==> config.mk <==
export PLATFORM = sky130hd
export DESIGN_NAME = gst_snd_dma
export DESIGN_NICKNAME = d
export VERILOG_FILES = /design/src/rtl/gst_snd_pkg.sv /design/src/rtl/gst_snd_dma.sv
export SDC_FILE = /design/constraint.sdc
export NUM_CORES = 1
export LEC_CHECK = 0
export ABC_AREA = 1
export CORE_ASPECT_RATIO = 1.25
export CORE_MARGIN = 1
export CORE_UTILIZATION = 64
export CTS_BUF_LIST = sky130_fd_sc_hd__clkbuf_8
export DETAILED_ROUTE_END_ITERATION = 8
export PLACE_DENSITY = 0.89
export SYNTH_ARGS = -nofsm -noshare
export SYNTH_HDL_FRONTEND = slang
export SYNTH_SLANG_ARGS = --single-unit
==> constraint.sdc <==
create_clock -name clk32 -period 2.8 [get_ports clk32]
set_input_delay 0.42 -clock clk32 [delete_from_list [all_inputs] [get_ports clk32]]
set_output_delay 0.42 -clock clk32 [all_outputs]
set_load 0.02 [all_outputs]
==> src/rtl/gst_snd_pkg.sv <==
// Shared constants, register map and FSM state type for the STE DMA-sound frame controller.
package gst_snd_pkg;

  localparam int unsigned ADDR_W          = 23;
  localparam int unsigned HOLD_CYCLES_DEF = 4;

  localparam logic [3:0] REG_CTRL    = 4'd0;
  localparam logic [3:0] REG_START_H = 4'd1;
  localparam logic [3:0] REG_START_M = 4'd2;
  localparam logic [3:0] REG_START_L = 4'd3;
  localparam logic [3:0] REG_CNT_H   = 4'd4;
  localparam logic [3:0] REG_CNT_M   = 4'd5;
  localparam logic [3:0] REG_CNT_L   = 4'd6;
  localparam logic [3:0] REG_END_H   = 4'd7;
  localparam logic [3:0] REG_END_M   = 4'd8;
  localparam logic [3:0] REG_END_L   = 4'd9;

  typedef enum logic [1:0] {ST_IDLE, ST_REQ, ST_LOAD, ST_HOLD} snd_state_e;

  // Byte view of a word address: sel 2 = bits [23:16], 1 = [15:8], 0 = [7:1] with bit 0 reading 0.
  function automatic logic [7:0] addr_byte(input logic [ADDR_W-1:0] a, input logic [1:0] sel);
    case (sel)
      2'd2:    addr_byte = a[22:15];
      2'd1:    addr_byte = a[14:7];
      default: addr_byte = {a[6:0], 1'b0};
    endcase
  endfunction

endpackage

==> src/rtl/gst_snd_dma.sv <==
// DMA-sound frame controller: frame registers, word fetch sequencing toward the shifter FIFO,
// and frame-end reporting.
module gst_snd_dma
  import gst_snd_pkg::*;
#(
  parameter int unsigned HOLD_CYCLES = HOLD_CYCLES_DEF
) (
  input  logic        clk32,
  input  logic        resb,
  input  logic        CS,
  input  logic [6:1]  A,
  input  logic        RW,
  input  logic [15:0] DIN,
  output logic [15:0] DOUT,
  input  logic        SREQ,
  output logic        MREQ,
  output logic [23:1] ADDR,
  input  logic        ACK,
  output logic        SLOAD_N,
  output logic        SACTIVE,
  output logic        FRAME_END
);

  localparam int unsigned TMR_W = $clog2(HOLD_CYCLES + 1);

  snd_state_e        state;
  logic              ena;
  logic              lp;
  logic [ADDR_W-1:0] start_q;
  logic [ADDR_W-1:0] end_q;
  logic [ADDR_W-1:0] cnt;
  logic [ADDR_W-1:0] end_l;
  logic [TMR_W-1:0]  tmr;
  logic              cs_wr_q;
  logic              chk_inc;
  logic              chk_load;
  logic              wr_stb;
  logic [3:0]        idx;
  logic [7:0]        rd_byte;
  logic              unused_bits;

  assign idx         = A[4:1];
  assign wr_stb      = CS & ~RW & ~cs_wr_q;
  assign SACTIVE     = ena;
  assign unused_bits = ^{A[6:5], DIN[15:8]};

  // Fetch sequencer, frame-end handling and CPU register writes (CPU writes take priority).
  always_ff @(posedge clk32 or negedge resb) begin
    if (!resb) begin
      state     <= ST_IDLE;
      ena       <= 1'b0;
      lp        <= 1'b0;
      start_q   <= '0;
      end_q     <= '0;
      cnt       <= '0;
      end_l     <= '0;
      tmr       <= '0;
      cs_wr_q   <= 1'b0;
      chk_inc   <= 1'b0;
      chk_load  <= 1'b0;
      MREQ      <= 1'b0;
      ADDR      <= '0;
      SLOAD_N   <= 1'b1;
      FRAME_END <= 1'b0;
    end else begin
      FRAME_END <= 1'b0;
      chk_inc   <= 1'b0;
      chk_load  <= 1'b0;
      cs_wr_q   <= CS & ~RW;

      case (state)
        ST_IDLE: begin
          if (ena && (cnt != end_l) && SREQ) begin
            state <= ST_REQ;
            MREQ  <= 1'b1;
            ADDR  <= cnt;
          end
        end
        ST_REQ: begin
          if (ACK && MREQ) begin
            cnt     <= cnt + ADDR_W'(1);
            MREQ    <= 1'b0;
            SLOAD_N <= 1'b0;
            tmr     <= '0;
            chk_inc <= 1'b1;
            state   <= ST_LOAD;
          end
        end
        ST_LOAD: begin
          if (tmr == TMR_W'(1)) begin
            SLOAD_N <= 1'b1;
            tmr     <= '0;
            state   <= ST_HOLD;
          end else begin
            tmr <= tmr + TMR_W'(1);
          end
        end
        ST_HOLD: begin
          if (tmr == TMR_W'(HOLD_CYCLES - 1)) begin
            state <= ST_IDLE;
          end else begin
            tmr <= tmr + TMR_W'(1);
          end
        end
        default: state <= ST_IDLE;
      endcase

      // An empty frame at load always stops; a frame reached by fetching may loop.
      if ((chk_inc || chk_load) && (cnt == end_l)) begin
        FRAME_END <= 1'b1;
        if (chk_inc && lp && ena) begin
          cnt      <= start_q;
          end_l    <= end_q;
          chk_load <= 1'b1;
        end else begin
          ena <= 1'b0;
        end
      end

      if (wr_stb) begin
        case (idx)
          REG_CTRL: begin
            ena <= DIN[0];
            lp  <= DIN[1];
            if (DIN[0] && !ena) begin
              cnt      <= start_q;
              end_l    <= end_q;
              chk_load <= 1'b1;
            end
          end
          REG_START_H: start_q[22:15] <= DIN[7:0];
          REG_START_M: start_q[14:7]  <= DIN[7:0];
          REG_START_L: start_q[6:0]   <= DIN[7:1];
          REG_END_H:   end_q[22:15]   <= DIN[7:0];
          REG_END_M:   end_q[14:7]    <= DIN[7:0];
          REG_END_L:   end_q[6:0]     <= DIN[7:1];
          default: ;
        endcase
      end
    end
  end

  // Combinational register read path.
  always_comb begin
    rd_byte = 8'h00;
    case (idx)
      REG_CTRL:    rd_byte = {6'b0, lp, ena};
      REG_START_H: rd_byte = addr_byte(start_q, 2'd2);
      REG_START_M: rd_byte = addr_byte(start_q, 2'd1);
      REG_START_L: rd_byte = addr_byte(start_q, 2'd0);
      REG_CNT_H:   rd_byte = addr_byte(cnt, 2'd2);
      REG_CNT_M:   rd_byte = addr_byte(cnt, 2'd1);
      REG_CNT_L:   rd_byte = addr_byte(cnt, 2'd0);
      REG_END_H:   rd_byte = addr_byte(end_q, 2'd2);
      REG_END_M:   rd_byte = addr_byte(end_q, 2'd1);
      REG_END_L:   rd_byte = addr_byte(end_q, 2'd0);
      default:     rd_byte = 8'h00;
    endcase
    DOUT = (CS && RW) ? {8'h00, rd_byte} : 16'h0000;
  end

endmodule

==> summary.md, run 1 <==
| Metric | Value |
|---|---|
| Deepest clock path buffer count | 2 |
| VDD IR max | 0.3849 mV |
| # setup viols final | 0 |
| Htree depth | 4 |
| Proportion of layout cells with a drive suffix above 1 | 8.283% |
| Largest stage delay, worst path | 520 ps |
| Starting Density | 65.36% |
| Fin. max-slew vios | 0 |
| CTS root buf | clkbuf_8 |
| CP Data Arrival Time | 2260 ps |
| Outcome | finished, final reports clean |
| Setup bufs post-CTS | 0 |
| Nets@finish | 1026 |
| Min Tclk post-route | 2683 ps |
| Post-synthesis instance total | 926 |
| Crit path launch type | input pin |
| Warnings from Yosys | 0 |
| Setup ws final | 117.4 ps |
| Residual DRC | 0 |
| Crit path max-delay family | buffers and inverters |
| FF/Latch Area | 3204 µm² |
| P&R area growth vs syn | 15.01% |
| First drt pass iteration count | 9 |
| Sink Count | 128 |
| Number of diodes | 0 |
| Initial antenna violation count | 0 |
| CTS tree | built |
| Synthesized area | 6904 µm² |
| EDFF count, synth | 0 |
| TritonCTS Buffers | 17 |
| Routed wire per std cell | 16.04 µm |
| Skew-Pair Late Insertion Delay | 460 ps |
| Slew @ Worst Pin | 530.4 ps |
| Hold Slack | 468.9 ps |
| Multi-input gate area | 3085 µm² |
| Total number of vias | 6353 |
| Syn avg cell area | 7.456 µm² |
| CP cell instances | clkdlybuf4s50_1 -> nand2_1 -> nor2_1 -> buf_4 -> a21oi_1 -> a31oi_1 -> dlygate4sd2_1 |
| Hold Fails Final Rpt | 0 |
| Die W | 94.90 µm |
| CTS clock-pin slew for the worst setup and hold paths | 80 ps |
| Final Cycle Share | 95.81% |
| #FFs+latches synth | 128 |
| Clock skew | 12.03 ps |
| Power Dens Cells | 771.9 nW/µm² |
| Setup TNS Final | 0 ps |
| Pleak | 4.130 nW |
| Fin cells | 1134 |
| Fillers | 789 |
| DR vias/cell | 5.602 |
| Post-DP HPWL | 13160 µm |
| Main synth FF type | dfrtp_1 |
| First-pass GRT wire length | 29550 µm |
| RSZ-0062 raised after global routing | false |
| Yosys top cell area share | 46.03% |
| Std cell rows | 42 |
| Die footprint | 11210 µm² |
| Synth area leader | dfrtp_1 |
| GPL Wtd Cong | 1.073 |
| Critical path endpoint category | output pin |
| Pin count of the biggest net entering global routing | 52 |
| Final instance area | 7940 µm² |
| Placed Area | 7516 µm² |
| Worst endpoint required time | 2380 ps |
| GRT Residual Overflow | 0 |
| Slowest stage cell, crit path | clkdlybuf4s50_1 |
| Max Clock Freq | 372.8 MHz |
| Io pins | 71 |
| Max FO, Critical Path | 6 |
| Placed Cells | 1102 |
| Relative slew margins | 64.56% |
| Port bufs | 52 |
| Reg2reg setup slack | 580 ps |
| Post-DRT Antenna Nets | 0 |
| Routed Wire Length | 18190 µm |
| Buf/Inv on CP | 3 |
| Pre-CTS setup slack | -79.45 ps |
| Die height | 118.1 µm |
| GR Util All Layers | 35.63% |
| CP Class | input pin to output pin |
| Worst hold path class | input pin to async pin |
| Number of global-route vias before repair | 5829 |
| Yosys cell types | 41 |
| Placeable Area | 10560 µm² |
| 1st-iter DRT viols | 749 |
| Async set-reset flop share out of synthesis | 100.0% |
| Top cells by area, synth | dfrtp_1 46%, nand2_1 22%, o21ai_0 6.3% |
| Number of max-cap violations | 0 |
| Sequential area share after synthesis | 46.41% |
==> worst reg2reg max path, stage by stage (launching register included) <==
cell	delay, ps
dfrtp_1	410
inv_1	90
ha_1	230
inv_2	80
nor2_4	300
nand3_2	170
inv_1	120
nand2_1	100
nor2_2	230
nand2_1	110
xor2_1	150
nand2_1	70
nand2_1	60
==> cells by family (layout without fill, tap and decap cells) <==
logic type,after synthesis,count (layout),share of synthesized area (%)
AO/OA/AOI/OAI,120,120,9.080
XOR/XNOR,25,25,3.171
adder cells (fa/ha/maj),8,8,1.450
buffers and inverters,140,209,9.315
flip-flops,128,128,46.41
multiplexers,1,1,0.1450
other,1,8,0.05432
AND/OR/NAND/NOR,503,503,30.37
==> Yosys cell counts (all sizes together) (3+ instances only) <==
master / count
a21oi: 16
a31oi: 5
and3: 3
buf: 24
clkbuf: 8
clkinv: 3
dfrtp: 127
ha: 8
inv: 105
nand2: 408
nand3: 28
nand4: 4
nor2: 48
nor3: 8
o21ai: 90
o22ai: 5
xnor2: 4
xor2: 21
==> through the flow <==
stage,power (mW),utilization (%)
after global placement,4.359,71.16
final,6.129,75.17
after floorplan,3.706,-
after global routing,6.480,75.17
after CTS,6.106,75.12
after detailed placement,4.431,71.16
==> state kept, by name, indices dropped and copies added, names as in the netlist <==
signal,count
end_q,23
chk_inc,1
chk_load,1
cnt,23
state,2
lp,1
MREQ,1
start_q,23
tmr,3
ADDR,23
cs_wr_q,1
FRAME_END,1
end_l,23
SLOAD_N,1
SACTIVE,1
==> area by class of cell <==
| class | instances | area share [%] |
|---|---|---|
| flip-flops and latches | 128 | 40.36 |
| repair buffers | 70 | 8.336 |
| well taps | 132 | 2.080 |
| clock buffers | 20 | 3.467 |
| inverters | 108 | 5.137 |
| multi-input cells | 665 | 38.86 |
| clock inverters | 11 | 1.765 |
==> where the power goes <==
part,switching (mW),leakage [nW],internal (mW),total (mW)
clock network,0.722,0.201,0.937,1.66
registers,0.389,1.65,2.23,2.62
logic,1.16,2.28,0.692,1.85
total,2.27,4.13,3.86,6.13
==> timing repair <==
action / in CTS / in global routing
setup endpoints to repair: 8 / 2
gates resized for setup: 9 / 2
pin swaps: 0 / 1
hold buffers: 1 / 0
hold endpoints to repair: 33 / 0
==> path summary, 6_finish.rpt <==
path / cells after the start / from / endpoint
max in group asynchronous: 3 / resb / start_q[14]$_DFFE_PN0P_
setup reg to reg: 12 / state[1]$_DFFE_PN0P_ / cnt[15]$_DFF_PN0_
hold reg to reg: 2 / ADDR[11]$_DFFE_PN0P_ / ADDR[11]$_DFFE_PN0P_
hold / removal: 2 / resb / cnt[6]$_DFF_PN0_
min in group clk32: 2 / ADDR[11]$_DFFE_PN0P_ / ADDR[11]$_DFFE_PN0P_
setup / recovery: 7 / A[1] / DOUT[4]
==> layer usage <==
layer / vias up / GRT usage (%) / routed length [µm]
met5: - / 0 / 0
met4: 0 / 17.90 / 977
met3: 79 / 7.235 / 1642
met2: 396 / 54.95 / 8485
met1: 2884 / 47.39 / 7083
li1: 2994 / - / -
==> cells in the final DEF (no fill, tap or decap), types with 17 or more instances in the layout <==
cell type        instances
nand3_1                 24
nand2_1                402
inv_1                   98
clkdlybuf4s50_1         43
o21ai_0                 87
buf_4                   17
xor2_1                  21
nor2_1                  40
clkbuf_8                20
dfrtp_1                127
Power figures use the tool's default switching activity.
==> run 2, diff against run 1 <==
--- a/config.mk
+++ b/config.mk
@@ -8,10 +8,10 @@
 export ABC_AREA = 1
 export CORE_ASPECT_RATIO = 1.25
 export CORE_MARGIN = 1
-export CORE_UTILIZATION = 64
+export CORE_UTILIZATION = 55
 export CTS_BUF_LIST = sky130_fd_sc_hd__clkbuf_8
 export DETAILED_ROUTE_END_ITERATION = 8
-export PLACE_DENSITY = 0.89
+export PLACE_DENSITY = 0.79
 export SYNTH_ARGS = -nofsm -noshare
 export SYNTH_HDL_FRONTEND = slang
 export SYNTH_SLANG_ARGS = --single-unit
==> summary.md, run 2 (synthesis gave the netlist of run 1 again) <==
| Metric | Value |
|---|---|
| Outcome | finished, final reports clean |
| Clock skew | 10.93 ps |
| FF/Latch Area | 3204 µm² |
| Worst hold path class | flip-flop to flip-flop |
| Fillers | 1117 |
| Sink Count | 128 |
| Skew-Pair Late Insertion Delay | 450 ps |
| TritonCTS Buffers | 17 |
| CTS clock-pin slew for the worst setup and hold paths | 60 ps |
| VDD IR max | 0.3455 mV |
| Slowest stage cell, crit path | clkdlybuf4s50_1 |
| Buf/Inv on CP | 5 |
| Residual DRC | 0 |
| Pleak | 4.122 nW |
| Power Dens Cells | 738.2 nW/µm² |
| Final Cycle Share | 96.05% |
| Hold Fails Final Rpt | 0 |
| CTS tree | built |
| Die footprint | 13010 µm² |
| Most common cell after layout, fill and taps aside | nand2_1 |
| Die W | 102.2 µm |
| Setup bufs post-CTS | 0 |
| CP Data Arrival Time | 2270 ps |
| Most frequent cells in the layout | 402 x nand2_1, 127 x dfrtp_1, 98 x inv_1 |
| CP Class | input pin to output pin |
| GRT Residual Overflow | 0 |
| First drt pass iteration count | 7 |
| CP cell instances | clkdlybuf4s50_1 -> buf_4 -> nor2_2 -> inv_1 -> nor2_2 -> buf_4 -> nand2_1 -> o21ai_0 -> a21oi_1 -> a31oi_1 -> clkdlybuf4s15_1 |
| Min Tclk post-route | 2689 ps |
| Worst endpoint required time | 2380 ps |
| Largest stage delay, worst path | 410 ps |
| Initial antenna violation count | 0 |
| First-pass GRT wire length | 29420 µm |
| Fin util | 65.23% |
| Max Clock Freq | 371.8 MHz |
| Multi-input gate area | 3085 µm² |
| Std cell rows | 45 |
| Placeable Area | 12220 µm² |
| Post-DRT Antenna Nets | 0 |
| CTS root buf | clkbuf_8 |
| Setup TNS Final | 0 ps |
| RSZ-0062 raised after global routing | false |
| Die height | 127.3 µm |
| Critical path endpoint category | output pin |
| Hold Slack | 481.1 ps |
| Crit path max-delay family | buffers and inverters |
| Htree depth | 4 |
| Starting Density | 56.51% |
| 1st-iter DRT viols | 389 |
| # setup viols final | 0 |
| Crit path launch type | input pin |
| Routed wire per std cell | 15.62 µm |
| Total number of vias | 6101 |
| Proportion of layout cells with a drive suffix above 1 | 9.109% |
| Deepest clock path buffer count | 2 |
| Relative slew margins | 62.47% |
| GR Util All Layers | 30.69% |
| Setup ws final | 110.6 ps |
| Placed Area | 7616 µm² |
| GPL Wtd Cong | 0.9781 |
| Nets@finish | 1034 |
| Final instance area | 7970 µm² |
| Routed Wire Length | 18330 µm |
| P&R area growth vs syn | 15.44% |
| Number of diodes | 0 |
| Slew @ Worst Pin | 562.9 ps |
| Pre-CTS setup slack | -143.5 ps |
| Fin. max-slew vios | 0 |
| Port bufs | 52 |
| Post-DP HPWL | 14080 µm |
| Io pins | 71 |
| DR vias/cell | 5.197 |
| Number of global-route vias before repair | 5778 |
| Pin count of the biggest net entering global routing | 57 |
| Number of max-cap violations | 0 |
| Max FO, Critical Path | 8 |
run 2: cell types whose count changed in the layout (fill, tap and decap cells not counted), moves of 2 or more:
| cell | previous run | this run |
|---|---|---|
| o21ai_0 | 87 | 84 |
| dlygate4sd2_1 | 7 | 5 |
| bufinv_16 | 3 | 1 |
| o21ai_1 | 3 | 6 |
| buf_4 | 17 | 25 |
| clkbuf_2 | 0 | 2 |
run 2: cell type report:
cell class | count | area share, %
Timing Repair Buffer | 78 | 8.933
Tap cell | 164 | 2.575
Clock buffer | 19 | 3.281
Multi-Input combinational cell | 665 | 38.71
Sequential cell | 128 | 40.20
Clock inverter | 12 | 1.209
Inverter | 108 | 5.086
run 2: power breakdown:
| part | total, mW | switching [mW] | internal (mW) |
|---|---|---|---|
| Combinational | 1.82 | 1.12 | 0.699 |
| Sequential | 2.60 | 0.372 | 2.23 |
| Clock | 1.46 | 0.730 | 0.729 |
| Total | 5.88 | 2.23 | 3.66 |
run 2: what timing repair did:
action,in CTS,in global routing
gates resized for setup,9,10
endpoints found under the hold margin,41,0
setup endpoints to repair,8,6
hold buffers,1,0
run 2: metal layers:
layer	global-route usage (%)	vias up	part of all wire, %
met4	14.96	0	4.1
li1	-	3015	-
met5	0	-	0
met2	49.62	211	47
met3	4.376	44	4.6
met1	40.28	2831	44
run 2: path summary, 6_finish.rpt:
kind | startpoint | to | slack [ps] | cells after the start
min reg2reg | ADDR[11]$_DFFE_PN0P_ | ADDR[11]$_DFFE_PN0P_ | 480 | 2
max reg2reg | cnt[11]$_DFF_PN0_ | cnt[21]$_DFF_PN0_ | 580 | 11
max | A[4] | DOUT[5] | 110 | 11
min in group asynchronous | resb | ADDR[17]$_DFFE_PN0P_ | 500 | 2
max in group asynchronous | resb | start_q[10]$_DFFE_PN0P_ | 1510 | 3
min | ADDR[11]$_DFFE_PN0P_ | ADDR[11]$_DFFE_PN0P_ | 480 | 2
run 2: worst reg2reg max path: cells and delay by family, from the launching register on:
family,cells,cell delay [ps]
DFF,1,570
buffers and inverters,1,140
and+or+nand+nor,10,1390
run 2: stage by stage:
stage               power (mW)  instances
detailed placement       4.453       1142
floorplan                3.706        933
global placement         4.398       1142
finish                   5.883       1174
global route             6.281       1174
CTS                      5.907       1174
